### src/rtl/tlb_walk_pkg.sv
// Shared types for the ITLB/DTLB page-table-walk arbiter: walk FSM states and walk owner.
package tlb_walk_pkg;

    localparam int VA_BITS_DEFAULT  = 39;
    localparam int PTE_BITS_DEFAULT = 64;

    typedef enum logic [1:0] {
        WALK_IDLE,
        WALK_REQ,
        WALK_WAIT,
        WALK_RESP
    } walkstate_t;

    typedef enum logic {
        OWN_DTLB,
        OWN_ITLB
    } walkowner_t;

endpackage

### src/rtl/tlb_walk_arb_pick.sv
// Combinational grant between ITLB and DTLB misses; RR_EN selects round-robin versus
// fixed DTLB-over-ITLB priority so the walk FSM is the same in both builds.
module tlb_walk_arb_pick
    import tlb_walk_pkg::*;
#(
    parameter bit RR_EN = 1'b0
) (
    input  logic       itlb_miss,
    input  logic       dtlb_miss,
    input  walkowner_t last_owner,
    output logic       grant_valid,
    output walkowner_t grant_owner
);

    // On a tie the DTLB wins unless round-robin says the ITLB is due.
    always_comb begin
        grant_valid = itlb_miss | dtlb_miss;
        grant_owner = OWN_DTLB;
        if (itlb_miss && !dtlb_miss) begin
            grant_owner = OWN_ITLB;
        end else if (itlb_miss && dtlb_miss && RR_EN && (last_owner == OWN_DTLB)) begin
            grant_owner = OWN_ITLB;
        end
    end

endmodule

### src/rtl/tlb_walk_arbiter.sv
// Shares one page-table walker between ITLB and DTLB misses, returning a write or fault pulse.
// Define TLB_WALK_RR_EN for round-robin arbitration; default is fixed DTLB > ITLB priority.
module tlb_walk_arbiter
    import tlb_walk_pkg::*;
#(
    parameter int VA_BITS  = VA_BITS_DEFAULT,
    parameter int PTE_BITS = PTE_BITS_DEFAULT
) (
    input  logic                clk,
    input  logic                reset,
    input  logic                ITLBMiss,
    input  logic [VA_BITS-1:0]  ITLBVAdr,
    input  logic                DTLBMiss,
    input  logic [VA_BITS-1:0]  DTLBVAdr,
    input  logic                TLBFlush,
    output logic                WalkReq,
    output logic [VA_BITS-1:0]  WalkVAdr,
    input  logic                WalkAck,
    input  logic                WalkDone,
    input  logic                WalkFault,
    input  logic [PTE_BITS-1:0] WalkPTE,
    output logic                ITLBWrite,
    output logic                DTLBWrite,
    output logic [PTE_BITS-1:0] TLBPTE,
    output logic                ITLBFault,
    output logic                DTLBFault,
    output logic                Busy
);

    walkstate_t state, state_next;
    walkowner_t owner, last_owner, grant_owner;
    logic       grant_valid;
    logic       drop, drop_next;
    logic       fault_q;
    logic       take_grant, take_result;
    logic       resp_live;

`ifdef TLB_WALK_RR_EN
    localparam bit RR_EN = 1'b1;

    always_ff @(posedge clk or negedge reset) begin
        if (!reset) begin
            last_owner <= OWN_ITLB;
        end else if (take_grant) begin
            last_owner <= grant_owner;
        end
    end
`else
    localparam bit RR_EN = 1'b0;

    assign last_owner = OWN_DTLB;
`endif

    tlb_walk_arb_pick #(
        .RR_EN (RR_EN)
    ) u_pick (
        .itlb_miss   (ITLBMiss),
        .dtlb_miss   (DTLBMiss),
        .last_owner  (last_owner),
        .grant_valid (grant_valid),
        .grant_owner (grant_owner)
    );

    always_ff @(posedge clk or negedge reset) begin
        if (!reset) begin
            state <= WALK_IDLE;
            drop  <= 1'b0;
        end else begin
            state <= state_next;
            drop  <= drop_next;
        end
    end

    // An ack coinciding with a flush still commits the walker, so the walk is tracked and dropped.
    always_comb begin
        state_next  = state;
        drop_next   = drop;
        take_grant  = 1'b0;
        take_result = 1'b0;
        case (state)
            WALK_IDLE: begin
                if (grant_valid && !TLBFlush) begin
                    take_grant = 1'b1;
                    state_next = WALK_REQ;
                end
            end
            WALK_REQ: begin
                if (WalkAck) begin
                    state_next = WALK_WAIT;
                    drop_next  = TLBFlush;
                end else if (TLBFlush) begin
                    state_next = WALK_IDLE;
                end
            end
            WALK_WAIT: begin
                if (TLBFlush) begin
                    drop_next = 1'b1;
                end
                if (WalkDone) begin
                    take_result = 1'b1;
                    state_next  = WALK_RESP;
                end
            end
            WALK_RESP: begin
                state_next = WALK_IDLE;
            end
            default: begin
                state_next = WALK_IDLE;
            end
        endcase
        if (state_next == WALK_IDLE) begin
            drop_next = 1'b0;
        end
    end

    always_ff @(posedge clk or negedge reset) begin
        if (!reset) begin
            owner    <= OWN_DTLB;
            WalkVAdr <= '0;
        end else if (take_grant) begin
            owner    <= grant_owner;
            WalkVAdr <= (grant_owner == OWN_ITLB) ? ITLBVAdr : DTLBVAdr;
        end
    end

    always_ff @(posedge clk or negedge reset) begin
        if (!reset) begin
            TLBPTE  <= '0;
            fault_q <= 1'b0;
        end else if (take_result) begin
            TLBPTE  <= WalkPTE;
            fault_q <= WalkFault;
        end
    end

    // A flush landing in the response cycle itself also suppresses the strobe.
    assign resp_live = (state == WALK_RESP) && !drop && !TLBFlush;
    assign ITLBWrite = resp_live && (owner == OWN_ITLB) && !fault_q;
    assign DTLBWrite = resp_live && (owner == OWN_DTLB) && !fault_q;
    assign ITLBFault = resp_live && (owner == OWN_ITLB) && fault_q;
    assign DTLBFault = resp_live && (owner == OWN_DTLB) && fault_q;
    assign WalkReq   = (state == WALK_REQ);
    assign Busy      = (state != WALK_IDLE);

endmodule

### config.mk
export PLATFORM = sky130hd
export DESIGN_NAME = tlb_walk_arbiter
export DESIGN_NICKNAME = d
export VERILOG_FILES = /design/src/rtl/tlb_walk_pkg.sv /design/src/rtl/tlb_walk_arb_pick.sv /design/src/rtl/tlb_walk_arbiter.sv
export SDC_FILE = /design/constraint.sdc
export NUM_CORES = 1
export LEC_CHECK = 0
export CAP_MARGIN = 10
export CORE_MARGIN = 1.5
export CORE_UTILIZATION = 39
export CTS_CLUSTER_DIAMETER = 40
export DETAILED_ROUTE_END_ITERATION = 12
export GPL_ROUTABILITY_DRIVEN = 0
export PLACE_DENSITY = 0.84
export SETUP_SLACK_MARGIN = 0.05
export SYNTH_ARGS = -nofsm -noshare
export SYNTH_HDL_FRONTEND = slang
export SYNTH_SLANG_ARGS = --single-unit
### constraint.sdc
create_clock -name clk -period 2.1 [get_ports clk]
set_input_delay 0.63 -clock clk [delete_from_list [all_inputs] [get_ports clk]]
set_output_delay 0.63 -clock clk [all_outputs]
set_load 0.005 [all_outputs]
==> flow_summary.ini, run 1 <==
[grt]
antenna_found_initial = 0
grt_pass1_wl_um = 20000
overflow = 0
met3_usage = 0.0744
use_met1 = 0.233
grt_use_total = 0.203
grt_pass1_vias = 3716
grt_max_degree = 109
grt.busiest_layer = met2
use_met2 = 0.358

[pwr]
p_leak_nw = 3.53
switchingPower_mw = 2.87
power.density_mw_per_mm2 = 1290
clkPwrFrac = 0.191
total_power_mw = 10.2
pwr-share-comb = 0.449
ir_worst_vdd_mv = 0.881
pwr-share-seq = 0.359
intPower_mw = 7.33
p_sw_frac = 0.282

[layout]
drive_above_1_share = 0.149
num-fill-cells = 885
area_growth_syn_to_layout_pct = 66.9
register_area_mm2 = 0.00270
multi_input_area_mm2 = 0.00192
nets = 766
finalNonFillerCells = 763
antenna_cells = 0

[routing]
vias = 3654
dr.first_iter.drc_count = 198
post_drt_wl_per_cell_um = 17.1
ant_nets = 0
wl_um = 13100
drt-pass1-iter-count = 4
drc = 0
avgViaCountPerCell = 4.79

[critical_path]
cp_max_fo = 2
crit_required_ps = 1470
start_kind = primary input
startpoint = TLBFlush
cp.arrival_ps = 1620
path_class = primary input to output pin
cp-end-kind = output pin
r2r-start = state[0]

[logic_synthesis]
synth_top_area_cell = dfrtp_1
ys_seq_area_frac = 0.569
syn_area_mm2 = 0.00475
synth_cell_type_count = 25
syn_avg_cell_area_um2 = 13.7
yosys_warnings = 0
syn-instance-count = 346
yosys.area.top_type_share = 0.569
async_flop_share = 1.00
synth_edf_count = 0
synthFlopType = dfrtp_1
syn_nets = 501
synth-seq-cells = 108
synth_area_leaders = dfrtp_1, mux2_4, mux2i_1

[sta]
setup_violations = 3
slew_headroom = 0.623
hold_violations = 0
finalCritPeriodShare = 1.07
finalCriticalPeriod_ps = 2250
fmax_ghz = 0.445
fin_tns_setup_ps = -363
whs_ps = 353
tightest_slew_ps = 566
finClkSkew_ps = 6.35
finalMaxSlewViolations = 0
rsz0062_at_grt = true
fin_ws_ps = -146

[clock_network]
hold_buffers = 0
clk_pin_slew_worst_paths_ps = 70
htree_levels = 3
cts_buffer_depth = 2
cts_root_buf = clkbuf_16
cts.sinks = 108
cts-buffers-inserted = 9
cts_tree = yes
clock_latency_ps = 350

[placed_design]
portBuffers = 258
dp_slack_ps = -702
placedCellCount = 745
dp_hpwl_um = 9630

[floorplanning]
start_util = 0.397
die_area_mm2 = 0.0129
core_area_mm2 = 0.0120
die_h_um = 113
pin_count = 259
core.rowCount = 40
die_x_um = 113

[run_status]
status = finished with violations
violations = negative setup slack

[hold_path]
hp-class = primary input to async pin

[flow_run]
max_cap_viol_count = 0
## cell usage in the layout, fill, tap and decap left out, drive strengths merged, types with 3 or more instances in the layout
cell type      Yosys  routed
mux2              66      66
clkbuf             0       9
nand2             45      45
ha                 5       5
clkdlybuf4s50      0     250
bufinv             0       3
inv                5       6
mux2i             39      39
dfrtp            108     108
buf               20      21
o21ai             42      42
## stage by stage
stage,cell area [um2],utilization
floorplan,4750,-
global placement,7530,0.629
detailed placement,7530,0.629
CTS,7930,0.663
global route,7930,0.663
finish,7930,0.663
## worst max-delay path, cell delays in order
cell and delay, ps:
dlygate4sd2_1 270, nor3b_4 240, buf_6 130, buf_6 80
nor3b_2 130, buf_2 130
## sequential cells by signal (all words and copies together) (netlist names)
signal,flops
owner,1
TLBPTE,64
WalkVAdr,39
drop,1
fault_q,1
state,2
## power groups by stage
| stage | Clock [mW] | Sequential [mW] | Combinational [mW] |
|---|---|---|---|
| 5_1_grt | 2.08 | 3.79 | 4.91 |
| 4_1_cts | 1.99 | 3.66 | 4.62 |
| 2_1_floorplan | 0 | 3.73 | 1.65 |
| 3_3_place_gp | 0 | 3.62 | 4.39 |
| 3_5_place_dp | 0 | 3.68 | 4.50 |
| 6_report | 1.95 | 3.66 | 4.58 |
## final cells by class
type / instances / share of cell area
flip-flops and latches: 108 / 0.341
clock inverters: 7 / 0.0155
clock buffers: 9 / 0.0284
well taps: 147 / 0.0232
inverters: 5 / 0.00300
repair buffers: 274 / 0.347
multi-input cells: 213 / 0.242
## layer usage
layer	vias up	part of all wire	wire length, um
met5	-	0	0
met4	0	0.012	161
met3	12	0.074	965
met1	1765	0.39	5030
met2	152	0.53	6900
li1	1725	-	-
## kinds of logic after synthesis
kind of cell	count (synthesis)	share of synthesized area
muxes	105	0.271
buffers and inverters	25	0.0395
DFF	108	0.569
and+or+nand+nor	55	0.0498
AOI/OAI and AO/OA	48	0.0577
adders and majority gates	5	0.0132
## what timing repair did
| action | CTS | global route |
|---|---|---|
| setup buffers | 4 | 0 |
| resized for setup | 35 | 2 |
| hold endpoints to repair | 0 | 0 |
| setup endpoints to repair | 6 | 6 |
| pin swaps | 2 | 1 |
## cells in the mapped netlist, drive strengths merged (2+ instances only)
cell type / instances
dfrtp: 108
mux2: 66
nand2: 45
o21ai: 42
mux2i: 39
buf: 20
ha: 5
inv: 5
nor2: 2
nor3b: 2
o311a: 2
## final timing paths
| check | cells past startpoint | slack [ps] | endpoint |
|---|---|---|---|
| min | 2 | 350 | WalkVAdr[18] |
| min reg2reg | 2 | 490 | WalkVAdr[14] |
| max in group asynchronous | 2 | 1330 | TLBPTE[10] |
| min in group clk | 2 | 490 | WalkVAdr[14] |
| max reg2reg | 9 | 260 | drop |
| max | 6 | -150 | DTLBWrite |
Note: power is estimated with default switching activity, not from simulation.
==> run 2, diff against run 1 <==
--- a/config.mk
+++ b/config.mk
@@ -7,11 +7,11 @@
 export LEC_CHECK = 0
 export CAP_MARGIN = 10
 export CORE_MARGIN = 1.5
-export CORE_UTILIZATION = 39
+export CORE_UTILIZATION = 40
+export CTS_BUF_LIST = sky130_fd_sc_hd__clkbuf_8
 export CTS_CLUSTER_DIAMETER = 40
 export DETAILED_ROUTE_END_ITERATION = 12
-export GPL_ROUTABILITY_DRIVEN = 0
-export PLACE_DENSITY = 0.84
+export PLACE_DENSITY = 0.85
 export SETUP_SLACK_MARGIN = 0.05
 export SYNTH_ARGS = -nofsm -noshare
 export SYNTH_HDL_FRONTEND = slang
==> flow_summary.ini, run 2 (synthesized netlist as in run 1, its figures left out) <==
[clock_network]
htree_levels = 3
cts_root_buf = clkbuf_8
cts_tree = yes
cts.sinks = 108
clock_latency_ps = 370
clk_pin_slew_worst_paths_ps = 90
hold_buffers = 0
cts-buffers-inserted = 9
cts_buffer_depth = 2

[grt]
grt_pass1_vias = 4117
grt_use_total = 0.209
grt_pass1_wl_um = 20600
antenna_found_initial = 0
grt_max_degree = 58
overflow = 0

[routing]
wl_um = 12800
ant_nets = 0
dr.max_layer_used = met4
drt-pass1-iter-count = 8
post_drt_wl_per_cell_um = 16.8
wl_met3_um = 917
met2WireLength_um = 6720
m1WireLength_um = 4880
dr.first_iter.drc_count = 173
vias = 3664
avgViaCountPerCell = 4.81
drc = 18

[floorplanning]
die_area_mm2 = 0.0125
die_h_um = 112
core_area_mm2 = 0.0115
pin_count = 259
core.rowCount = 39
start_util = 0.413
die_x_um = 112

[layout]
finalNonFillerCells = 761
nets = 768
largestRegisters = TLBPTE: 64 flops, WalkVAdr: 39 flops, state: 2 flops
final_cell_mix = clkdlybuf4s50_1, dfrtp_1, nand2_1, mux2_4, o21ai_1
drive_above_1_share = 0.149
antenna_cells = 0
area_growth_syn_to_layout_pct = 63.3
finalInstanceArea_mm2 = 0.00776
largest_register_ffs = 64
top_register = TLBPTE
layout_commonest_cell = clkdlybuf4s50_1

[sta]
finClkSkew_ps = 7.23
finalMaxSlewViolations = 0
rsz0062_at_grt = true
setup_violations = 0
slew_headroom = 0.774
finalCriticalPeriod_ps = 2090
tightest_slew_ps = 340
finalCritPeriodShare = 0.997
hold_violations = 0
fmax_ghz = 0.478
fin_tns_setup_ps = 0

[pwr]
p_leak_nw = 3.48
power.density_mw_per_mm2 = 1220
total_power_mw = 9.45
ir_worst_vdd_mv = 0.574

[placed_design]
placed_area_mm2 = 0.00755
placedCellCount = 744
dp_hpwl_um = 9890
gp_congestion = 0.812
portBuffers = 258

[critical_path]
start_kind = primary input
crit_required_ps = 1470
path_class = primary input to output pin
r2r-start = state[0]
cp.arrival_ps = 1460
cp-end-kind = output pin
cp_max_fo = 4
startpoint = TLBFlush

[run_status]
violations = design-rule violations
status = finished with violations

[hold_path]
hp-class = primary input to async pin

[flow_run]
max_cap_viol_count = 0
[run 2: timing repair]
item,4_1_cts,5_1_grt
setup buffers,3,1
gates resized for setup,37,1
pin swaps,4,2
setup endpoints to repair,6,6
[run 2: area by class of cell]
type / count / area [um2]
multi-input combinational: 213 / 1920
clock inverter: 7 / 60.1
timing repair buffer: 276 / 2750
tap: 143 / 179
fill: 863 / 3760
clock buffer: 9 / 124
inverter: 5 / 26.3
sequential: 108 / 2700
[run 2: where the power goes]
part           internal (mW)  total, mW  switching, mW
combinational           3.05       4.56           1.51
sequential              3.09       3.67          0.582
clock                  0.537       1.21          0.675
total                   6.68       9.45           2.77
[run 2: metrics by stage]
step	hold slack [ps]	util	setup slack, ps
3_3_place_gp	467	0.655	-631
3_5_place_dp	474	0.655	-716
5_1_grt	161	0.674	-109
4_1_cts	149	0.674	-33.9
2_1_floorplan	334	-	312
6_report	158	0.674	7.33
[run 2: worst max-delay path, stage by stage]
cell	delay (ps)
dlygate4sd2_1	280
nor3b_4	240
nor3b_2	190
buf_2	130
[run 2: layer usage]
| metal | global-route usage | vias up |
|---|---|---|
| met2 | 0.378 | 158 |
| met3 | 0.0566 | 21 |
| li1 | - | 1727 |
| met1 | 0.237 | 1758 |
| met5 | 0 | - |
| met4 | 0.0785 | 0 |
[run 2: worst paths after layout]
kind	end	slack (ps)	cells after the start
max	DTLBWrite	7	4
min	TLBPTE[56]	160	1
max reg2reg	TLBPTE[1]	260	7
min in group clk	WalkVAdr[9]	490	2
max in group asynchronous	TLBPTE[28]	1300	2
min reg2reg	WalkVAdr[9]	490	2
==> run 3, diff against run 2 <==
--- a/config.mk
+++ b/config.mk
@@ -5,13 +5,15 @@
 export SDC_FILE = /design/constraint.sdc
 export NUM_CORES = 1
 export LEC_CHECK = 0
+export ABC_AREA = 1
 export CAP_MARGIN = 10
 export CORE_MARGIN = 1.5
 export CORE_UTILIZATION = 40
 export CTS_BUF_LIST = sky130_fd_sc_hd__clkbuf_8
 export CTS_CLUSTER_DIAMETER = 40
+export CTS_CLUSTER_SIZE = 10
 export DETAILED_ROUTE_END_ITERATION = 12
-export PLACE_DENSITY = 0.85
+export PLACE_DENSITY = 0.86
 export SETUP_SLACK_MARGIN = 0.05
 export SYNTH_ARGS = -nofsm -noshare
 export SYNTH_HDL_FRONTEND = slang
==> flow_summary.ini, run 3 <==
[run_status]
status = finished with violations
violations = negative setup slack

[grt]
grt_pass1_wl_um = 22500
grt.busiest_layer = met2
grt_max_degree = 109
grt_pass1_vias = 4612
grt_use_total = 0.228
use_met2 = 0.409
overflow = 0
use_met1 = 0.257
met3_usage = 0.0525
antenna_found_initial = 0

[logic_synthesis]
syn_avg_cell_area_um2 = 8.53
synth_top_area_cell = dfrtp_1
yosys.area.top_type_share = 0.581
synth_area_leaders = dfrtp_1, nand2_1, o21a_1
async_flop_share = 1.00
yosys-top-cells-count = nand2_1, dfrtp_1, nand3_1
syn_nets = 700
synth_edf_count = 0
synth_cell_type_count = 20
ys_seq_area_frac = 0.581
yosysMostFrequentCell = nand2_1
synth-seq-cells = 108
synthFlopType = dfrtp_1
yosys_warnings = 0
syn_area_mm2 = 0.00465
syn-instance-count = 545

[floorplanning]
core.rowCount = 39
die_area_mm2 = 0.0123
pin_count = 259
start_util = 0.409
core_area_mm2 = 0.0114
die_h_um = 111
die_x_um = 111

[pwr]
ir_worst_vdd_mv = 0.748
power.density_mw_per_mm2 = 1220
total_power_mw = 9.32
p_leak_nw = 3.53

[layout]
nets = 956
drive_above_1_share = 0.0609
final_cell_mix = nand2_1, clkdlybuf4s50_1, dfrtp_1, nand3_1, o21a_1
register_area_mm2 = 0.00270
largestRegisters = TLBPTE: 64 flops, WalkVAdr: 39 flops, state: 2 flops
top_register = TLBPTE
utilization = 0.672
area_growth_syn_to_layout_pct = 64.4
num-fill-cells = 904
largest_register_ffs = 64
layout_commonest_cell = nand2_1
antenna_cells = 0
finalNonFillerCells = 948
multi_input_area_mm2 = 0.00175

[sta]
slew_headroom = 0.598
whs_ps = 290
tightest_slew_ps = 603
hold_violations = 0
finClkSkew_ps = 11.9
finalMaxSlewViolations = 0
rsz0062_at_grt = true
finalCriticalPeriod_ps = 2120
setup_violations = 2
fmax_ghz = 0.473
fin_tns_setup_ps = -25.3
finalCritPeriodShare = 1.01
fin_ws_ps = -15.7

[flow_run]
max_cap_viol_count = 0

[routing]
vias = 4484
dr.first_iter.drc_count = 281
ant_nets = 0
drc = 0
avgViaCountPerCell = 4.73
post_drt_wl_per_cell_um = 15.0
drt-pass1-iter-count = 6
wl_um = 14200

[critical_path]
slowest_stage = dlygate4sd2_1
cp_max_fo = 3
path_cells = dlygate4sd2_1 > inv_2 > nand4_1 > buf_4 > nor2_4 > buf_2
critical_path.max_stage_delay_ps = 260
start_kind = primary input
cp.arrival_ps = 1490
crit_required_ps = 1470
cp-end-kind = output pin
path_class = primary input to output pin

[placed_design]
dp_hpwl_um = 10400
placedCellCount = 927
gp_congestion = 0.852
portBuffers = 258

[clock_network]
cts_buffer_depth = 2
clk_pin_slew_worst_paths_ps = 90
cts-buffers-inserted = 9
cts_root_buf = clkbuf_8
htree_levels = 3
clock_latency_ps = 370
hold_buffers = 0
cts.sinks = 108
cts_tree = yes

[hold_path]
hp-class = primary input to async pin
run 3: worst max-delay path: cells and delay by family:
kind	cells	cell delay [ps]
buf+inv	4	640
simple gates	2	220
run 3: cells by family after synthesis:
| family | Yosys count | synth area share |
|---|---|---|
| AO/OA/AOI/OAI | 44 | 0.0689 |
| adder cells (fa/ha/maj) | 5 | 0.0135 |
| buffers and inverters | 47 | 0.0476 |
| flip-flops | 108 | 0.581 |
| AND/OR/NAND/NOR | 341 | 0.289 |
run 3: through the flow:
stage                     instance area [um2]  worst slack [ps]
after floorplan                          4650               548
after global placement                   7420              -443
after detailed placement                 7420              -458
after CTS                                7610              12.9
after global routing                     7640             -44.7
final                                    7640             -15.7
run 3: metal layers:
layer | wire, um | vias up
li1 | - | 2201
met1 | 5570 | 2086
met2 | 7360 | 169
met3 | 874 | 28
met4 | 416 | 0
met5 | 0 | -
run 3: timing repair:
| action | 4_1_cts | 5_1_grt |
|---|---|---|
| setup buffers | 4 | 2 |
| setup endpoints to repair | 6 | 3 |
| pin swaps | 6 | 2 |
| resized for setup | 27 | 6 |
run 3: path summary, 6_finish.rpt:
kind / startpoint / to / slack [ps] / depth (start not counted)
max: TLBFlush / DTLBWrite / -20 / 6
min: reset / WalkVAdr[6] / 290 / 2
max reg2reg: state[1] / fault_q / 450 / 8
min reg2reg: TLBPTE[4] / TLBPTE[4] / 480 / 2
max in group asynchronous: reset / state[0] / 1320 / 2
min in group clk: TLBPTE[4] / TLBPTE[4] / 480 / 2
run 3: power breakdown:
part / switching [mW] / total [mW] / internal, mW
Combinational: 1.77 / 4.43 / 2.67
Sequential: 0.560 / 3.63 / 3.07
Clock: 0.690 / 1.26 / 0.572
run 3: cell type report:
class                      instances  share of cell area
clock buffer                      10              0.0180
multi-input combinational        390               0.229
inverter                          16             0.00818
sequential                       108               0.354
tap                              143              0.0234
clock inverter                     5             0.00704
timing repair buffer             276               0.361
